==> config.mk <==
export PLATFORM = sky130hd
export DESIGN_NAME = delay_sum_flat
export DESIGN_NICKNAME = d
export VERILOG_FILES = /design/src/rtl/delay_sum_if.sv /design/src/rtl/delay_sum.sv /design/src/flat_wrapper.sv
export SDC_FILE = /design/constraint.sdc
export NUM_CORES = 1
export LEC_CHECK = 0
export ABC_AREA = 1
export CAP_MARGIN = 20
export CORE_MARGIN = 10
export CORE_UTILIZATION = 50
export CTS_BUF_LIST = sky130_fd_sc_hd__clkbuf_16
export DETAILED_ROUTE_END_ITERATION = 6
export PLACE_DENSITY = 0.79
export SYNTH_ARGS = -nofsm -noshare
export SYNTH_HDL_FRONTEND = slang
export SYNTH_SLANG_ARGS = --single-unit
==> constraint.sdc <==
create_clock -name clk -period 6.8 [get_ports clk]
set_clock_uncertainty 0.15 [all_clocks]
set_input_delay 0.68 -clock clk [delete_from_list [all_inputs] [get_ports clk]]
set_output_delay 0.68 -clock clk [all_outputs]
set_load 0.1 [all_outputs]
==> src/rtl/delay_sum_if.sv <==
// delay_sum_if: bundle between the delay-line bank and the delay-and-sum block.
// Optional channel mask is present only when DELAY_SUM_MASK_EN is defined.
//
// Handshake: there is no ready. sample_valid is a one-cycle strobe, and the
// consumer takes ch_data (and ch_mask) only in the cycle it accepts the
// strobe. A strobe that arrives while busy is high is ignored and raises the
// sticky dropped flag. sum_valid is a one-cycle pulse in the cycle sum_out
// takes its new value. sum_out then holds until the next pulse.
interface delay_sum_if #(
  parameter int NUM_CH = 4,
  parameter int DATA_W = 19
) ();
  localparam int SUM_W = DATA_W + $clog2(NUM_CH);

  logic                     sample_valid;
  logic [NUM_CH*DATA_W-1:0] ch_data;
`ifdef DELAY_SUM_MASK_EN
  logic [NUM_CH-1:0]        ch_mask;
`endif
  logic [SUM_W-1:0]         sum_out;
  logic                     sum_valid;
  logic                     busy;
  logic                     dropped;

  // Producer side: drives the strobe and samples, observes the result.
  modport master (
    output sample_valid,
    output ch_data,
`ifdef DELAY_SUM_MASK_EN
    output ch_mask,
`endif
    input  sum_out,
    input  sum_valid,
    input  busy,
    input  dropped
  );

  // Consumer side: the delay_sum block itself.
  modport slave (
    input  sample_valid,
    input  ch_data,
`ifdef DELAY_SUM_MASK_EN
    input  ch_mask,
`endif
    output sum_out,
    output sum_valid,
    output busy,
    output dropped
  );
endinterface

==> src/rtl/delay_sum.sv <==
// delay_sum: captures one set of delayed PCM samples per strobe, adds them
// one channel per clock at full precision, and publishes the registered
// beam sample with a one-cycle valid pulse.
// Optional build macro: DELAY_SUM_MASK_EN adds a per-channel mask that is
// captured with the samples. A masked channel contributes zero but still
// uses its accumulation slot, so latency does not depend on the mask.
module delay_sum #(
  parameter int NUM_CH = 4,
  parameter int DATA_W = 19
) (
  input  logic        clk,
  input  logic        rst,
  delay_sum_if.slave  bus,
  output logic [1:0]  o_dbg_state
);
  localparam int SUM_W = DATA_W + $clog2(NUM_CH);
  localparam int IDX_W = $clog2(NUM_CH);
  localparam logic [IDX_W-1:0] LAST_IDX = IDX_W'(NUM_CH - 1);

  typedef enum logic [1:0] {
    S_IDLE = 2'd0,
    S_ACC  = 2'd1,
    S_DONE = 2'd2
  } state_t;

  state_t                   r_state;
  state_t                   w_state_next;

  logic signed [DATA_W-1:0] r_cap [NUM_CH];
`ifdef DELAY_SUM_MASK_EN
  logic [NUM_CH-1:0]        r_mask;
`endif
  logic signed [SUM_W-1:0]  r_acc;
  logic [IDX_W-1:0]         r_idx;
  logic signed [SUM_W-1:0]  r_sum_out;
  logic                     r_sum_valid;
  logic                     r_busy;
  logic                     r_dropped;

  logic                     w_accept;
  logic                     w_drop;
  logic                     w_last;
  logic signed [DATA_W-1:0] w_ch;
  logic signed [SUM_W-1:0]  w_ch_ext;
  logic signed [SUM_W-1:0]  w_acc_next;

  // Select the captured channel at the current index; masked channels add zero.
  always_comb begin
    w_ch = r_cap[r_idx];
`ifdef DELAY_SUM_MASK_EN
    if (!r_mask[r_idx]) begin
      w_ch = '0;
    end
`endif
  end

  // Sign-extend the selected sample and form the next accumulator value.
  always_comb begin
    w_ch_ext   = {{(SUM_W-DATA_W){w_ch[DATA_W-1]}}, w_ch};
    w_acc_next = r_acc + w_ch_ext;
  end

  // State register.
  always_ff @(posedge clk or posedge rst) begin
    if (rst) begin
      r_state <= S_IDLE;
    end else begin
      r_state <= w_state_next;
    end
  end

  // Next-state logic plus accept/drop/last-channel decodes. DONE accepts
  // a strobe just like IDLE, which makes back-to-back strobes NUM_CH+1 apart.
  always_comb begin
    w_state_next = r_state;
    w_accept     = 1'b0;
    w_drop       = 1'b0;
    w_last       = 1'b0;
    case (r_state)
      S_IDLE: begin
        if (bus.sample_valid) begin
          w_accept     = 1'b1;
          w_state_next = S_ACC;
        end
      end
      S_ACC: begin
        w_drop = bus.sample_valid;
        if (r_idx == LAST_IDX) begin
          w_last       = 1'b1;
          w_state_next = S_DONE;
        end
      end
      S_DONE: begin
        if (bus.sample_valid) begin
          w_accept     = 1'b1;
          w_state_next = S_ACC;
        end else begin
          w_state_next = S_IDLE;
        end
      end
      default: begin
        w_state_next = S_IDLE;
      end
    endcase
  end

  // Capture register, mask and channel index; loaded only on accept so later
  // input changes or ignored strobes cannot disturb a sum in progress.
  always_ff @(posedge clk or posedge rst) begin
    if (rst) begin
      for (int k = 0; k < NUM_CH; k++) begin
        r_cap[k] <= '0;
      end
`ifdef DELAY_SUM_MASK_EN
      r_mask <= '0;
`endif
      r_idx <= '0;
    end else if (w_accept) begin
      for (int k = 0; k < NUM_CH; k++) begin
        r_cap[k] <= bus.ch_data[k*DATA_W +: DATA_W];
      end
`ifdef DELAY_SUM_MASK_EN
      r_mask <= bus.ch_mask;
`endif
      r_idx <= '0;
    end else if (r_state == S_ACC) begin
      r_idx <= r_idx + 1'b1;
    end
  end

  // Accumulator: cleared on accept, one channel added per ACC cycle.
  always_ff @(posedge clk or posedge rst) begin
    if (rst) begin
      r_acc <= '0;
    end else if (w_accept) begin
      r_acc <= '0;
    end else if (r_state == S_ACC) begin
      r_acc <= w_acc_next;
    end
  end

  // Result register and valid pulse. The last add feeds sum_out directly so
  // the result is visible in the DONE cycle with sum_valid high.
  always_ff @(posedge clk or posedge rst) begin
    if (rst) begin
      r_sum_out   <= '0;
      r_sum_valid <= 1'b0;
    end else begin
      r_sum_valid <= w_last;
      if (w_last) begin
        r_sum_out <= w_acc_next;
      end
    end
  end

  // Status flags: busy mirrors the ACC state one cycle ahead, dropped is sticky.
  always_ff @(posedge clk or posedge rst) begin
    if (rst) begin
      r_busy    <= 1'b0;
      r_dropped <= 1'b0;
    end else begin
      r_busy <= (w_state_next == S_ACC);
      if (w_drop) begin
        r_dropped <= 1'b1;
      end
    end
  end

  assign bus.sum_out   = r_sum_out;
  assign bus.sum_valid = r_sum_valid;
  assign bus.busy      = r_busy;
  assign bus.dropped   = r_dropped;
  assign o_dbg_state   = r_state;

endmodule

==> src/flat_wrapper.sv <==
// flat-port wrapper written by rule: the top's interface ports become plain ports
module delay_sum_flat 
#(
  parameter int NUM_CH = 4,
  parameter int DATA_W = 19
)
  (clk, rst, o_dbg_state, bus_sample_valid, bus_ch_data, bus_sum_out, bus_sum_valid, bus_busy, bus_dropped);
  delay_sum_if #(.NUM_CH(NUM_CH), .DATA_W(DATA_W)) bus_i ();
  input  logic clk;
  input  logic rst;
  output logic [1:0] o_dbg_state;
  input wire logic [$bits(bus_i.sample_valid)-1:0] bus_sample_valid;
  input wire logic [$bits(bus_i.ch_data)-1:0] bus_ch_data;
  output wire logic [$bits(bus_i.sum_out)-1:0] bus_sum_out;
  output wire logic [$bits(bus_i.sum_valid)-1:0] bus_sum_valid;
  output wire logic [$bits(bus_i.busy)-1:0] bus_busy;
  output wire logic [$bits(bus_i.dropped)-1:0] bus_dropped;
  assign bus_i.sample_valid = bus_sample_valid;
  assign bus_i.ch_data = bus_ch_data;
  assign bus_sum_out = bus_i.sum_out;
  assign bus_sum_valid = bus_i.sum_valid;
  assign bus_busy = bus_i.busy;
  assign bus_dropped = bus_i.dropped;
  delay_sum #(.NUM_CH(NUM_CH), .DATA_W(DATA_W)) u_core (.clk(clk), .rst(rst), .bus(bus_i), .o_dbg_state(o_dbg_state));
endmodule
==> impl_metrics.csv <==
group,metric,value,unit
cts,clockRootBuffer,"clkbuf_16",
die,core,12700,um^2
yosys,synth_warnings,0,
layout,n_fill_cell,1090,
sta,finalCritPeriodShare,48.4,%
grt,grt_pass1_vias,5527,
cts,postCtsHoldBufs,0,
sta,hold_viol,0,
worst_setup_path,path_delay_family,"simple AND/OR/NAND/NOR gates",
sta,worstMarginPinSlew,1.04,ns
hold_path,holdCritPathClass,"register to register",
sta,setup_violations,0,
die,die_area,18000,um^2
placed_design,dp_cells,986,
grt,overflow,0,
yosys,ys_ff_latch,125,
outcome,outcome,"finished, final reports clean",
drt,postRouteAntennaNets,0,
grt,grt_pass1_wl,27800,um
job,cap_viol_max_count,0,
worst_setup_path,cp_slowest_cell,"dfrtp_1",
drt,routed_wl,16500,um
yosys,synthCells,735,
drt,routedWlPerCell,16.2,um
drt,via_per_inst,5.26,
layout,post_route_cells_drive_above_1_share,13.7,%
yosys,syn_nets,836,
die,initial_utilization,51.3,%
hold_path,worstHoldPathCells,1,
sta,post-route-min-period,3.29,ns
worst_setup_path,cp_data_arrival_time,3.44,ns
cts,clk_pin_slew_worst_paths,0.05,ns
yosys,synth_cell_types,28,
sta,rsz0062_at_grt,"no",
layout,multi_input_area,3010,um^2
layout,nets,934,
grt,grt_start_max_net_pins,80,
grt,grtUsageTotal,19.0,%
die,fp.dieW,134,um
placed_design,gp_congestion,0.888,
placed_design,portBuffers,104,
yosys,syn_avg_cell_area,8.88,um^2
worst_setup_path,path_buf_inv,1,
drt,vias,5353,
worst_setup_path,crit_type,"register to register",
drt,drtIter0Drc,443,
worst_setup_path,worstPathCellList,"inv_1, o21ai_0, o22ai_1, ha_1, fa_1, nand3_1, nand3_2, nand2_1, nand2_1, nand2_1, nand3b_1, nand3_1, nand2_1",
cts,post_cts_resized,0,
sta,maxSlewHeadroom,30.7,%
layout,seqCellArea,3130,um^2
cts,clock_path_buffers,2,
drt,drc_errors,0,
worst_setup_path,cp_slowest_stage_delay,0.74,ns
grt,antenna_found_initial,0,
worst_setup_path,start_kind,"register",
die,io_pins,105,
worst_setup_path,setup.worst_path.end_class,"register",
yosys,yosysSeqAreaShare,47.9,%
yosys,syn_area,6530,um^2
sta,max_freq,0.304,GHz
layout,areaGrowthSynthToFinish,26.0,%
layout,final_common_cell,"nand2_1",
worst_setup_path,crit_fanout,21,
worst_setup_path,required,6.95,ns
layout,mostFrequentLayoutCells,"nand2_1, dfrtp_1, clkdlybuf4s50_1, mux2_2, inv_1",
cts,cts_setup_buffers,0,
cts,clkLatencyLatePin,0.42,ns
sta,setup_tns,0,ns
drt,first_pass_iters,6,
cts,tritoncts,"done",
placed_design,hpwl,11800,um
layout,layout.cells.non_filler,1018,
sta,slew_viol_final,0,
cts,htreeDepth,4,
worst_setup_path,reg2reg_depth,13,
die,row_count,41,
worst_setup_path,crit_top_cell,"nand2_1",
layout,antenna_cells,0,
cts,cts_made_buffers,17,
worst_setup_path,worst-path-stages,13,
die,die_height,134,um
cts,cts.sinks,125,
==> routing by layer <==
layer / up-vias / track usage, % / share of wire (%)
met4: 0 / 5.56 / 1.1
met5: - / 0 / 0
met2: 174 / 31.1 / 48
li1: 2609 / - / -
met1: 2555 / 23.5 / 44
met3: 15 / 6.05 / 6.8
==> area by class of cell <==
type	count	area share (%)
inverters	65	3.00
flip-flops and latches	125	38.0
clock inverters	15	1.63
clock buffers	17	5.17
repair buffers	107	12.9
multi-input cells	517	36.6
well taps	172	2.62
==> metrics by stage <==
step / hold slack (ns) / instance area, um^2 / setup WS, ns / utilization, %
6_report: 0.312 / 8230 / 3.51 / 64.7
5_1_grt: 0.340 / 8230 / 3.21 / 64.7
4_1_cts: 0.318 / 8230 / 3.58 / 64.7
3_5_place_dp: 0.302 / 7670 / 3.59 / 60.3
3_3_place_gp: 0.298 / 7670 / 3.62 / 60.3
2_1_floorplan: 0.306 / 6530 / 2.64 / -
==> kinds of logic after synthesis <==
family | count (synthesis) | share of synthesized area (%)
AO/OA/AOI/OAI | 84 | 7.11
XOR/XNOR | 7 | 0.939
adder cells (fa/ha/maj) | 22 | 4.33
buffers and inverters | 93 | 6.02
flip-flops | 125 | 47.9
multiplexers | 76 | 13.1
AND/OR/NAND/NOR | 328 | 20.6
==> path summary, 6_finish.rpt <==
kind / start / endpoint / slack [ns]
worst max-delay path: u_core.r_idx[1]$_DFFE_PP0P_ / u_core.bus.sum_out[10]$_DFFE_PP0P_ / 3.51
max in group asynchronous: rst / u_core.r_cap[11]$_DFFE_PP0P_ / 4.60
min in group asynchronous: rst / u_core.bus.sum_out[3]$_DFFE_PP0P_ / 0.60
worst min register to register: u_core.bus.dropped$_DFFE_PP0P_ / u_core.bus.dropped$_DFFE_PP0P_ / 0.31
worst min-delay path: u_core.bus.dropped$_DFFE_PP0P_ / u_core.bus.dropped$_DFFE_PP0P_ / 0.31
worst max register to register: u_core.r_idx[1]$_DFFE_PP0P_ / u_core.bus.sum_out[10]$_DFFE_PP0P_ / 3.51
==> Yosys cell counts <==
cell type  count  area share, %
a21o_1         1           0.12
a21oi_1        8           0.61
a21oi_2        2           0.27
a22o_1         3           0.40
buf_2         13            1.0
buf_4          5           0.58
buf_6          1           0.17
clkbuf_1       8           0.46
clkbuf_2       1          0.077
dfrtp_1      125             48
fa_1           1           0.31
ha_1          21            4.0
inv_1         64            3.7
inv_2          1          0.057
mux2_2        76             13
nand2_1      209             12
nand2_2        1          0.096
nand3_1       37            2.8
nand3_2        3           0.46
nand3b_1       8           0.92
nand4_1        4           0.38
nor2_1        64            3.7
nor2_2         1          0.096
nor3_1         1          0.077
o21ai_0       52            4.0
o22ai_1       18            1.7
xnor2_1        6           0.81
xor2_1         1           0.13
==> state kept, by name (all words and copies together) (netlist names) <==
name                  flops
u_core.r_cap             76
u_core.r_idx              2
u_core.bus.dropped        1
u_core.r_acc             21
u_core.bus.sum_out       21
u_core.bus.busy           1
u_core.o_dbg_state        2
u_core.bus.sum_valid      1
Power is not shown: default switching activity piles up to over one toggle a cycle in this logic, so the estimate is an artifact.
==> RTL edit 1 (same flow settings) <==
Register the output `o_dbg_state` once more, without a reset; this adds one clock of latency there. The other outputs are not delayed to match.
--- a/src/rtl/delay_sum.sv
+++ b/src/rtl/delay_sum.sv
@@ -171,5 +171,7 @@
   assign bus.busy      = r_busy;
   assign bus.dropped   = r_dropped;
-  assign o_dbg_state   = r_state;
+  always_ff @(posedge clk) begin
+    o_dbg_state <= r_state;
+  end
 
 endmodule
Check against the original RTL: not equivalent (a bounded check fails within 4 cycles, from zero or initial values and one cycle with rst high).
==> RTL edit 1 against the unedited design <==
The flow now finishes with violations (DRC). Routed wire length shrank 1.1%. First-iteration DRC count shrank 18%. Synthesized area grew 0.61%. Via count grew 0.78%. Final area grew 0.46%. Sequential cell count grew 2. Setup slack lost 0.035 ns.
Power is not shown: default switching activity piles up to over one toggle a cycle in this logic, so the estimate is an artifact.
==> RTL edit 1: results (changes against the unedited design) <==
dr.pass1.iters: 7  # was 6
htreeDepth: 4  # unchanged
synth_area_leaders: "dfrtp_1, mux2_2, nand2_1, ha_1, o21ai_0"  # unchanged
r2r_cells: 11  # was 13
place_hpwl_um: 11770  # was 11840 um
drtIter0Drc: 363  # was 443
crit_arrival_ns: 3.46  # was 3.44 ns
port_buffers: 104  # unchanged
post_cts_buffers: 0  # unchanged
grt_pass1_vias: 5518  # was 5527
critical_path_peak_fanout: 21  # unchanged
worstHoldStart: "u_core.r_state[0]"  # was u_core.bus.dropped
path_class: "reg -> reg"  # unchanged
whs_ns: 0.2261  # was 0.3117 ns
antennaDiodeCount: 0  # unchanged
r2r_slack_ns: 3.47  # was 3.51 ns
relSlewSlack_pct: 32.60  # was 30.71%
path_delay_family: "flip-flops"  # was simple AND/OR/NAND/NOR gates
clkTransAtPathRegs_ns: 0.05  # about the same
via_per_inst: 5.289  # was 5.258
place_congestion: 0.9417  # was 0.8876
antenna_found_initial: 0  # unchanged
wire_per_inst_um: 16.00  # was 16.22 um
fin_nets: 937  # was 934
holdPathStages: 0  # was 1
clk_path_buf_depth: 2  # unchanged
violations: "DRC"
drive_gt1_share_pct: 13.68  # was 13.71%
drc: 2  # was 0
ys_seq_area_share_pct: 48.24  # was 47.92%
async_flop_share_pct: 98.43  # was 100.0%
grt_pass1_wl_um: 27100  # was 27810 um
postPlaceCellArea_um2: 7707  # was 7667 um^2
critPathMaxStageDelay_ns: 0.76  # was 0.74 ns
yosysWarnings: 0  # unchanged
cts-root-buf: "clkbuf_16"  # unchanged
reg2reg_to: "u_core.bus.sum_out[8]"  # was u_core.bus.sum_out[10]
fin_area_um2: 8264  # was 8227 um^2
outcome: "finished, violations left"  # was finished, final reports clean
fill_cells: 1080  # was 1090
groute.usage.overall_pct: 18.54  # was 19.00%
synth.net_count: 838  # was 836
ys_types: 29  # was 28
## RTL edit 1: cell types whose count changed after synthesis, sizes merged
| cell | delta |
|---|---|
| dfxtp | +2 |
## RTL edit 1: worst min path at each step
stage                                 end
floorplan           u_core.o_dbg_state[0]
global placement    u_core.o_dbg_state[0]
detailed placement  u_core.o_dbg_state[0]
CTS                 u_core.o_dbg_state[0]
global route        u_core.o_dbg_state[0]
finish              u_core.o_dbg_state[0]
## RTL edit 1: logic make-up after synthesis
logic type	synth area share (%)
adder cells (fa/ha/maj)	4.306
AND/OR/NAND/NOR	20.44
multiplexers	13.03
flip-flops	48.24
buffers and inverters	5.982
XOR/XNOR	0.9335
AO/OA/AOI/OAI	7.068
## RTL edit 1: through the flow
stage	cells	worst slack (ns)
after global routing	1020	3.240
final	1020	3.472
after detailed placement	988	3.516
after floorplan	737	2.642
after CTS	1019	3.527
after global placement	988	3.630
## RTL edit 1: area by class of cell
cell class | count | share of cell area, %
Clock buffer | 17 | 5.148
Clock inverter | 14 | 1.257
Inverter | 65 | 2.983
Multi-Input combinational cell | 517 | 36.47
Sequential cell | 127 | 38.33
Tap cell | 172 | 2.604
Timing Repair Buffer | 108 | 13.20
## RTL edit 1: routing by layer
layer  vias up  routed length, um  global-route usage, %  part of all wire [%]
li1       2608                  -                      -                     -
met1      2595               7285                  23.43                    45
met2       165               7542                  29.01                    46
met3        27               1161                  5.786                   7.1
met4         0                329                  7.195                   2.0
met5         -                  0                      0                     0
==> RTL edit 2 (config.mk and constraints unchanged) <==
Without the edit above. `NUM_CH` is set to 4 in 3 places; all go to 8.
--- a/src/rtl/delay_sum_if.sv
+++ b/src/rtl/delay_sum_if.sv
@@ -8,5 +8,5 @@
 // takes its new value. sum_out then holds until the next pulse.
 interface delay_sum_if #(
-  parameter int NUM_CH = 4,
+  parameter int NUM_CH = 8,
   parameter int DATA_W = 19
 ) ();
--- a/src/rtl/delay_sum.sv
+++ b/src/rtl/delay_sum.sv
@@ -6,5 +6,5 @@
 // uses its accumulation slot, so latency does not depend on the mask.
 module delay_sum #(
-  parameter int NUM_CH = 4,
+  parameter int NUM_CH = 8,
   parameter int DATA_W = 19
 ) (
--- a/src/flat_wrapper.sv
+++ b/src/flat_wrapper.sv
@@ -2,5 +2,5 @@
 module delay_sum_flat 
 #(
-  parameter int NUM_CH = 4,
+  parameter int NUM_CH = 8,
   parameter int DATA_W = 19
 )
Ports: changed (resized bus_ch_data and bus_sum_out); port bits go from 105 to 182. The function was not compared with the original's and may differ.
==> RTL edit 2 against the unedited design <==
Die area grew 50%. Setup slack got worse by 0.93 ns. Fmax is 22% lower. Count of clock-buffer cells in the layout is 5 higher. Routed wire length increased by 77%. Cell count rose by 59%. Synthesized area is 60% higher. Global-route usage rose by 2.4 points. Final area rose by 58%. Sequential cell count is 79 higher. Critical path type unchanged.
Power is not shown: default switching activity piles up to over one toggle a cycle in this logic, so the estimate is an artifact.
==> RTL edit 2: results (changes against the unedited design) <==
place_congestion: 0.9168  # was 0.8876
htreeDepth: 1  # was 4
cts-root-buf: "clkbuf_16"  # unchanged
drive_gt1_share_pct: 12.44  # was 13.71%
clk_path_buf_depth: 3  # was 2
grt_max_degree: 150  # was 80
grt_use_met2_pct: 34.64  # was 31.07%
synth_area_leaders: "dfrtp_1, mux2_2, nand2_1, a21oi_1, inv_1"  # was dfrtp_1, mux2_2, nand2_1, ha_1, o21ai_0
synthFlopType: "dfrtp_1"  # unchanged
clkTransAtPathRegs_ns: 0.06
post_cts_buffers: 0  # unchanged
synth.net_count: 1355  # was 836
vias: 8623  # was 5353
grt_pass1_vias: 8793  # was 5527
cts_made_buffers: 22  # was 17
crit_arrival_ns: 4.48  # was 3.44 ns
outcome: "finished, final reports clean"  # unchanged
cts_resized: 0  # unchanged
use_met1_pct: 27.16  # was 23.47%
worstMarginPinSlew_ns: 1.078  # was 1.038 ns
place_hpwl_um: 21440  # was 11840 um
largest_reg_flops: 152  # was 76
critical_path_peak_fanout: 100  # was 21
ys_types: 36  # was 28
yosysWarnings: 0  # unchanged
largest_register: "u_core.r_cap"  # unchanged
grt_use_met3_pct: 5.407  # was 6.049%
wire_per_inst_um: 18.09  # was 16.22 um
groute.usage.overall_pct: 21.39  # was 19.00%
hold_path.class: "in -> async"  # was reg -> reg
antenna_found_initial: 2  # was 0
fin_nets: 1507  # was 934
synthTopCellsByCount: "nand2_1, dfrtp_1, inv_1, nor2_1, a21oi_1"  # was nand2_1, dfrtp_1, mux2_2, inv_1, nor2_1
fill_cells: 1697  # was 1090
clk_latency_ns: 0.53  # was 0.42 ns
drtIter0Drc: 763  # was 443
grt_pass1_wl_um: 46050  # was 27810 um
port_buffers: 181  # was 104
async_flop_share_pct: 100.0  # unchanged
dr.pass1.iters: 5  # was 6
ys_seq_area_share_pct: 49.01  # was 47.92%
## RTL edit 2: area by class of cell
cell class,count,share of cell area [%]
diodes,2,0.03852
clock buffers,22,4.237
clock inverters,16,0.9244
inverters,122,3.582
multi-input cells,791,34.87
flip-flops and latches,204,39.31
well taps,270,2.600
repair buffers,187,14.44
## RTL edit 2: cells by family (layout without fill, tap and decap cells)
| family | count (synthesis) | after routing | share of synthesized area (%) |
|---|---|---|---|
| other | 0 | 2 | 0 |
| flip-flops | 204 | 204 | 49.01 |
| buffers and inverters | 181 | 347 | 7.628 |
| AO/OA/AOI/OAI | 241 | 241 | 12.68 |
| XOR/XNOR | 8 | 8 | 0.6727 |
| AND/OR/NAND/NOR | 424 | 424 | 16.89 |
| multiplexers | 94 | 94 | 10.16 |
| adder cells (fa/ha/maj) | 24 | 24 | 2.955 |
## RTL edit 2: per-layer routing
metal / vias up / share of wire [%] / wire length (um)
li1: 4173 / - / -
met1: 4130 / 42 / 12340
met2: 258 / 48 / 13980
met3: 60 / 6.6 / 1918
met4: 2 / 3.2 / 942
met5: - / 0.045 / 13
## RTL edit 2: worst paths after layout
check / end / slack, ns / cells after the start / start
setup / recovery: u_core.bus.sum_out[14] / 2.58 / 14 / u_core.r_idx[0]
hold / removal: u_core.r_cap[115] / 0.30 / 2 / rst
setup reg to reg: u_core.bus.sum_out[14] / 2.58 / 14 / u_core.r_idx[0]
hold reg to reg: u_core.bus.dropped / 0.31 / 1 / u_core.bus.dropped
max in group asynchronous: u_core.r_idx[1] / 4.57 / 4 / rst
min in group clk: u_core.bus.dropped / 0.31 / 1 / u_core.bus.dropped
## RTL edit 2: critical path, stage by stage, from the launching register on
cell	delay, ns
dfrtp_2	0.34
buf_4	0.70
inv_2	0.59
o21ai_0	0.38
a21oi_1	0.17
a31oi_1	0.35
ha_1	0.37
a21oi_1	0.21
nor2_1	0.06
nor2_1	0.20
nor2_1	0.07
nor2_1	0.14
nand3b_1	0.16
nand3_1	0.13
nand2_1	0.05
## RTL edit 2: through the flow
step	setup WS (ns)	utilization (%)	instance area, um^2	std cells	hold WS, ns
floorplan	0.4026	-	10420	1176	0.3053
global placement	2.730	60.35	12290	1573	0.2972
detailed placement	2.640	60.35	12290	1573	0.3019
CTS	2.601	63.65	12960	1611	0.3150
global route	2.258	63.78	12990	1612	0.3164
finish	2.580	63.81	12990	1614	0.3008
